==> src/rtl/spi_regs_if.sv <==
// spi_regs_if: register-bus signals between an SPI front end and spi_regs.
//
// Strobe semantics (there is no backpressure on this bus):
//   we   - one-clk write strobe, synchronous to clk; wdat/addr are valid
//          while it is high and the write always completes in that cycle.
//   re   - read strobe coming from the SPI clock domain, asynchronous to clk;
//          only its rising edge matters, and addr is held stable from that
//          edge to the end of the transfer.
//   rdat - registered read data for the current addr, one clk behind addr.
interface spi_regs_if #(
  parameter int asz = 7,
  parameter int dsz = 32
);
  logic           we;
  logic           re;
  logic [dsz-1:0] wdat;
  logic [asz-1:0] addr;
  logic [dsz-1:0] rdat;

  modport master (output we, re, wdat, addr, input rdat);
  modport slave  (input we, re, wdat, addr, output rdat);
endinterface

==> src/rtl/spi_regs.sv <==
// spi_regs: small register file behind an SPI slave, with a sample FIFO.
// Map: 0x00 ID, 0x01 CTRL (bit0 FIFO enable, bit1 self-clearing flush),
// 0x02 FREQ, 0x03 STATUS, 0x04 FIFODATA (read pops), 0x05 CYCLES.
// Optional feature: define RXADC_CYCLE_COUNTER_EN to build the free-running
// cycle counter at 0x05; without it 0x05 reads 0 and no counter exists.
module spi_regs #(
  parameter int asz     = 7,
  parameter int dsz     = 32,
  parameter int FIFO_AW = 4
) (
  input  logic           clk,
  input  logic           reset,
  spi_regs_if.slave      bus,
  input  logic           samp_valid,
  input  logic [dsz-1:0] samp_data,
  output logic [dsz-1:0] ctrl,
  output logic [dsz-1:0] freq
);

  localparam int                 DEPTH    = 1 << FIFO_AW;
  localparam logic [FIFO_AW:0]   FULL_LVL = (FIFO_AW + 1)'(DEPTH);
  localparam logic [asz-1:0]     A_ID     = asz'(0);
  localparam logic [asz-1:0]     A_CTRL   = asz'(1);
  localparam logic [asz-1:0]     A_FREQ   = asz'(2);
  localparam logic [asz-1:0]     A_STATUS = asz'(3);
  localparam logic [asz-1:0]     A_FIFO   = asz'(4);
  localparam logic [asz-1:0]     A_CYCLES = asz'(5);
  localparam logic [dsz-1:0]     ID_VAL   = dsz'(32'h52584144);

  // re synchronizer and edge-detect history
  logic re_s1_q, re_s1_d;
  logic re_s2_q, re_s2_d;
  logic re_s3_q, re_s3_d;

  // FIFO state
  logic [dsz-1:0]     mem_q [DEPTH];
  logic [FIFO_AW-1:0] wr_ptr_q, wr_ptr_d;
  logic [FIFO_AW-1:0] rd_ptr_q, rd_ptr_d;
  logic [FIFO_AW:0]   level_q, level_d;
  logic               ovf_q, ovf_d;

  // registers
  logic [dsz-1:0] ctrl_q, ctrl_d;
  logic [dsz-1:0] freq_q, freq_d;
  logic [dsz-1:0] rdat_q, rdat_d;

`ifdef RXADC_CYCLE_COUNTER_EN
  logic [31:0] cycles_q, cycles_d;
`endif

  // decoded controls
  logic           rd_pulse;
  logic           empty;
  logic           full;
  logic           wr_ctrl;
  logic           flush;
  logic           push_req;
  logic           push;
  logic           pop;
  logic           ovf_set;
  logic           ovf_clr;
  logic [dsz-1:0] status;
  logic [dsz-1:0] head;

  // Decode strobes and compute the next FIFO, register and read-data state.
  always_comb begin
    rd_pulse = re_s2_q & ~re_s3_q;
    empty    = (level_q == '0);
    full     = (level_q == FULL_LVL);
    wr_ctrl  = bus.we && (bus.addr == A_CTRL);
    flush    = wr_ctrl && bus.wdat[1];
    push_req = samp_valid && ctrl_q[0];
    // Flush wins over everything in the same cycle, so it masks push and pop.
    pop      = rd_pulse && (bus.addr == A_FIFO) && !empty && !flush;
    push     = push_req && (!full || pop) && !flush;
    ovf_set  = push_req && full && !pop && !flush;
    ovf_clr  = bus.we && (bus.addr == A_STATUS) && bus.wdat[18];

    re_s1_d = bus.re;
    re_s2_d = re_s1_q;
    re_s3_d = re_s2_q;

    wr_ptr_d = wr_ptr_q;
    rd_ptr_d = rd_ptr_q;
    level_d  = level_q;
    if (flush) begin
      wr_ptr_d = '0;
      rd_ptr_d = '0;
      level_d  = '0;
    end else begin
      if (push) wr_ptr_d = wr_ptr_q + FIFO_AW'(1);
      if (pop)  rd_ptr_d = rd_ptr_q + FIFO_AW'(1);
      if (push && !pop)      level_d = level_q + (FIFO_AW + 1)'(1);
      else if (pop && !push) level_d = level_q - (FIFO_AW + 1)'(1);
    end

    // A same-cycle overflow outranks a write-1-to-clear.
    ovf_d = ovf_q;
    if (ovf_set)      ovf_d = 1'b1;
    else if (ovf_clr) ovf_d = 1'b0;

    // Flush bit is never stored, so CTRL reads it back as 0.
    ctrl_d = wr_ctrl ? (bus.wdat & ~dsz'(2)) : ctrl_q;
    freq_d = (bus.we && (bus.addr == A_FREQ)) ? bus.wdat : freq_q;

`ifdef RXADC_CYCLE_COUNTER_EN
    cycles_d = cycles_q + 32'd1;
`endif

    status              = '0;
    status[FIFO_AW:0]   = level_q;
    status[16]          = empty;
    status[17]          = full;
    status[18]          = ovf_q;

    head = empty ? '0 : mem_q[rd_ptr_q];

    rdat_d = '0;
    case (bus.addr)
      A_ID:     rdat_d = ID_VAL;
      A_CTRL:   rdat_d = ctrl_q;
      A_FREQ:   rdat_d = freq_q;
      A_STATUS: rdat_d = status;
      A_FIFO:   rdat_d = head;
`ifdef RXADC_CYCLE_COUNTER_EN
      A_CYCLES: rdat_d = dsz'(cycles_q);
`endif
      default:  rdat_d = '0;
    endcase
  end

  // State registers with synchronous reset.
  always_ff @(posedge clk) begin
    if (reset) begin
      re_s1_q  <= 1'b0;
      re_s2_q  <= 1'b0;
      re_s3_q  <= 1'b0;
      wr_ptr_q <= '0;
      rd_ptr_q <= '0;
      level_q  <= '0;
      ovf_q    <= 1'b0;
      ctrl_q   <= '0;
      freq_q   <= '0;
      rdat_q   <= '0;
`ifdef RXADC_CYCLE_COUNTER_EN
      cycles_q <= '0;
`endif
    end else begin
      re_s1_q  <= re_s1_d;
      re_s2_q  <= re_s2_d;
      re_s3_q  <= re_s3_d;
      wr_ptr_q <= wr_ptr_d;
      rd_ptr_q <= rd_ptr_d;
      level_q  <= level_d;
      ovf_q    <= ovf_d;
      ctrl_q   <= ctrl_d;
      freq_q   <= freq_d;
      rdat_q   <= rdat_d;
`ifdef RXADC_CYCLE_COUNTER_EN
      cycles_q <= cycles_d;
`endif
    end
  end

  // FIFO storage; contents need no reset since level gates every read.
  always_ff @(posedge clk) begin
    if (push) mem_q[wr_ptr_q] <= samp_data;
  end

  assign bus.rdat = rdat_q;
  assign ctrl     = ctrl_q;
  assign freq     = freq_q;

endmodule

==> src/flat_wrapper.sv <==
// flat-port wrapper written by rule: the top's interface ports become plain ports
module spi_regs_flat 
#(
  parameter int asz     = 7,
  parameter int dsz     = 32,
  parameter int FIFO_AW = 4
)
  (clk, reset, samp_valid, samp_data, ctrl, freq, bus_we, bus_re, bus_wdat, bus_addr, bus_rdat);
  spi_regs_if #(.asz(asz), .dsz(dsz)) bus_i ();
  input  logic clk;
  input  logic reset;
  input  logic samp_valid;
  input  logic [dsz-1:0] samp_data;
  output logic [dsz-1:0] ctrl;
  output logic [dsz-1:0] freq;
  input wire logic [$bits(bus_i.we)-1:0] bus_we;
  input wire logic [$bits(bus_i.re)-1:0] bus_re;
  input wire logic [$bits(bus_i.wdat)-1:0] bus_wdat;
  input wire logic [$bits(bus_i.addr)-1:0] bus_addr;
  output wire logic [$bits(bus_i.rdat)-1:0] bus_rdat;
  assign bus_i.we = bus_we;
  assign bus_i.re = bus_re;
  assign bus_i.wdat = bus_wdat;
  assign bus_i.addr = bus_addr;
  assign bus_rdat = bus_i.rdat;
  spi_regs #(.asz(asz), .dsz(dsz), .FIFO_AW(FIFO_AW)) u_core (.clk(clk), .reset(reset), .bus(bus_i), .samp_valid(samp_valid), .samp_data(samp_data), .ctrl(ctrl), .freq(freq));
endmodule
==> config.mk <==
export PLATFORM = sky130hd
export DESIGN_NAME = spi_regs_flat
export DESIGN_NICKNAME = d
export VERILOG_FILES = /design/src/rtl/spi_regs_if.sv /design/src/rtl/spi_regs.sv /design/src/flat_wrapper.sv
export SDC_FILE = /design/constraint.sdc
export NUM_CORES = 1
export LEC_CHECK = 0
export CAP_MARGIN = 15
export CORE_MARGIN = 3
export CORE_UTILIZATION = 40
export CTS_CLUSTER_DIAMETER = 60
export CTS_CLUSTER_SIZE = 20
export DETAILED_ROUTE_END_ITERATION = 8
export PLACE_DENSITY = 0.6
export SYNTH_ARGS = -nofsm -noshare
export SYNTH_HDL_FRONTEND = slang
export SYNTH_SLANG_ARGS = --single-unit
==> constraint.sdc <==
create_clock -name clk -period 6.39 [get_ports clk]
set_clock_uncertainty 0.2 [all_clocks]
set_input_delay 1.278 -clock clk [delete_from_list [all_inputs] [get_ports clk]]
set_output_delay 1.278 -clock clk [all_outputs]
set_load 0.01 [all_outputs]
==> flow_metrics.py <==
metrics = {
    "run_status": {
        "status": "complete, no violations",
    },
    "setup_path": {
        "startpoint_type": "input port",
        "reg2reg_from": "u_core.level_q[0]",
        "cp-end-kind": "flop",
        "required_ns": 6.71,
        "reg2reg_slack_ns": 3.05,
        "worstSetupEndpoint": "u_core.level_q[4]",
        "cp_max_fo": 21,
        "timing.rr.end": "u_core.level_q[4]",
        "cp.arrival_ns": 4.91,
        "startpoint": "bus_addr[1]",
        "worstRegToRegCells": 11,
        "path_class": "input port to flop",
    },
    "cts": {
        "cts_sinks": 628,
        "clock_latency_ns": 0.60,
        "cts_tree": "built",
        "post-cts-setup-buffers": 0,
        "path_clk_slew_ns": 0.08,
        "cts_root_buffer": "clkbuf_16",
        "hold_buffers": 0,
        "cts_buffers": 46,
        "cts_buffer_depth": 3,
        "htreeDepth": 2,
        "cts_resized": 0,
    },
    "die": {
        "fp.dieH_um": 251.3,
        "floorplan.core_area_sq_um": 59240,
        "dieArea_sq_um": 63160,
        "io-pin-count": 172,
        "initial_utilization_pct": 40.63,
        "rows": 89,
        "die_x_um": 251.3,
    },
    "timing": {
        "tightest_slew_ns": 1.056,
        "worst_hold_slack_ns": 0.2596,
        "tns_ns": 0,
        "setup_viol": 0,
        "fin_crit_ns": 4.584,
        "fmax_mhz": 218.1,
        "rsz0062_at_grt": "no",
        "fin_crit_sh_pct": 71.74,
        "slew_headroom_pct": 29.57,
        "maxSlewViolCount": 0,
        "hold_violations": 0,
    },
    "cells_and_area": {
        "diodes": 0,
        "layout.nets": 1586,
        "fill_cells": 4949,
        "area_growth_pct": 17.77,
        "drive_above_1_share_pct": 19.54,
        "postLayoutCoreUtil_pct": 47.85,
    },
    "grt": {
        "overflow": 0,
        "grtUsageTotal_pct": 19.01,
        "grt_max_degree": 81,
        "antenna_found_initial": 1,
        "grt_pass1_wl_um": 88160,
        "first_global_vias": 13007,
    },
    "yosys": {
        "synth_area_sq_um": 24070,
        "synth_ff_type": "edfxtp_1",
        "synth_top_family_by_area": "multiplexers",
        "synth.area.mux_share_pct": 16.10,
        "synth_fa_ha_area_share_pct": 0.5510,
        "avgSynthCellArea_sq_um": 18.17,
        "synth_xor_area_share_pct": 0.3275,
        "async_flop_share_pct": 0,
        "synth_edf_count": 512,
        "ys_ff_latch": 628,
        "ys_seq_area_share_pct": 73.52,
        "synth_compound_area_share_pct": 3.977,
        "synthSimpleGateAreaFrac_pct": 3.706,
        "yosys-top-cells-area": "edfxtp_1 (64%), mux4_2 (12%), dfxtp_1 (9.6%), mux2i_1 (2.6%), a21oi_1 (1.7%)",
        "synth_top_area_share_pct": 63.87,
        "synth_cell_types": 44,
        "synth_most_common_cell": "edfxtp_1",
        "netlist_instances": 1325,
        "synth_fp_nets": 1411,
        "netlist_top_cells_count": "edfxtp_1 (512), mux4_2 (130), dfxtp_1 (116)",
        "ys_warn_count": 0,
        "yosysTopAreaCell": "edfxtp_1",
    },
    "power": {
        "leakagePower_nw": 8.896,
        "powerDensity_nw_per_um2": 268.8,
        "vdd_ir_drop_max_uv": 162.5,
    },
    "drt": {
        "wl_um": 60030,
        "ant_nets": 0,
        "vias": 12703,
        "first_iter_violations": 1162,
        "avgViaCountPerCell": 5.504,
        "routedWlPerCell_um": 26.01,
        "firstDrtPassIters": 5,
        "route.detailed.drc": 0,
    },
    "worst_hold_path": {
        "hp-class": "flop to flop",
    },
    "placed_design": {
        "dpl.hpwl_um": 36890,
        "gp_congestion": 0.7966,
        "port_buffers": 170,
    },
    "run": {
        "drv_cap": 0,
    },
}
[power breakdown]
part           total, mW  switching, mW  internal [mW]
Clock               3.06           1.49           1.58
Combinational      0.146         0.0946         0.0516
Sequential          4.41        0.00134           4.41
[metal layers]
layer	vias up	part of all wire (%)	global-route usage [%]
li1	5567	-	-
met1	6700	45	27.31
met2	378	47	30.35
met3	56	5.6	3.735
met4	2	1.7	4.326
met5	-	0.028	0
[cell type report]
cell class	count	area, sq um	share of cell area [%]
Clock buffer	56	1252	4.418
Inverter	20	75.07	0.2648
Timing Repair Buffer	207	1999	7.053
Tap cell	773	967.2	3.412
Sequential cell	628	17710	62.48
Clock inverter	27	310.3	1.095
Multi-Input combinational cell	597	6031	21.27
[cell usage in the layout (no fill, tap or decap), types with 5 or more instances in the layout]
master,n
o21ai_0,5
mux2i_1,62
mux2_2,29
mux4_2,130
xnor2_1,5
inv_6,8
nor2_1,72
a21oi_1,81
nand2_1,72
nor3_2,8
dfxtp_1,112
a22oi_1,21
clkbuf_16,49
nor2b_1,10
o22ai_1,31
clkbuf_1,7
inv_1,20
clkdlybuf4s50_1,169
buf_4,35
o32ai_1,5
ha_1,9
a211oi_1,5
edfxtp_1,512
[worst min path at each step]
stage,start,end,depth (start not counted)
3_5_place_dp,u_core.re_s1_q,u_core.re_s2_q,1
3_3_place_gp,u_core.re_s1_q,u_core.re_s2_q,1
6_report,u_core.re_s1_q,u_core.re_s2_q,1
4_1_cts,u_core.re_s1_q,u_core.re_s2_q,1
2_1_floorplan,u_core.re_s1_q,u_core.re_s2_q,1
5_1_grt,u_core.re_s1_q,u_core.re_s2_q,1
[critical path: stages]
cell,delay [ns]
clkdlybuf4s50_1,0.40
buf_4,0.22
or3b_1,0.48
o311ai_4,0.34
and3_1,0.52
ha_1,0.27
inv_1,0.11
fa_1,0.42
a21o_1,0.18
a21oi_1,0.17
xnor2_1,0.09
or3_1,0.30
a21oi_1,0.13
[flip-flops by register name, indices dropped and copies added, names as in the netlist, 4 cells and up, named ones only]
name / count
u_core.freq: 32
u_core.bus.rdat: 32
u_core.ctrl: 31
u_core.mem_q: 512
u_core.rd_ptr_q: 4
u_core.wr_ptr_q: 4
u_core.level_q: 5
[per-stage QoR]
| stage | cells | power (mW) | worst slack (ns) | cell area (sq um) |
|---|---|---|---|---|
| floorplan | 1325 | 4.536 | 0.9445 | 24070 |
| global placement | 2225 | 4.648 | 1.270 | 26780 |
| detailed placement | 2225 | 4.653 | 1.272 | 26780 |
| CTS | 2308 | 7.701 | 1.875 | 28350 |
| global route | 2308 | 7.862 | 1.705 | 28350 |
| finish | 2308 | 7.620 | 1.806 | 28350 |
[cell families (layout without fill, tap and decap cells)]
| group | after synthesis | count (layout) |
|---|---|---|
| flops | 628 | 628 |
| mux | 221 | 221 |
| other cells | 1 | 1 |
| compound gates | 155 | 155 |
| fa+ha+maj | 10 | 10 |
| buf+inv | 100 | 310 |
| xor+xnor | 9 | 9 |
| simple gates | 201 | 201 |
(Power assumes the default switching activity.)
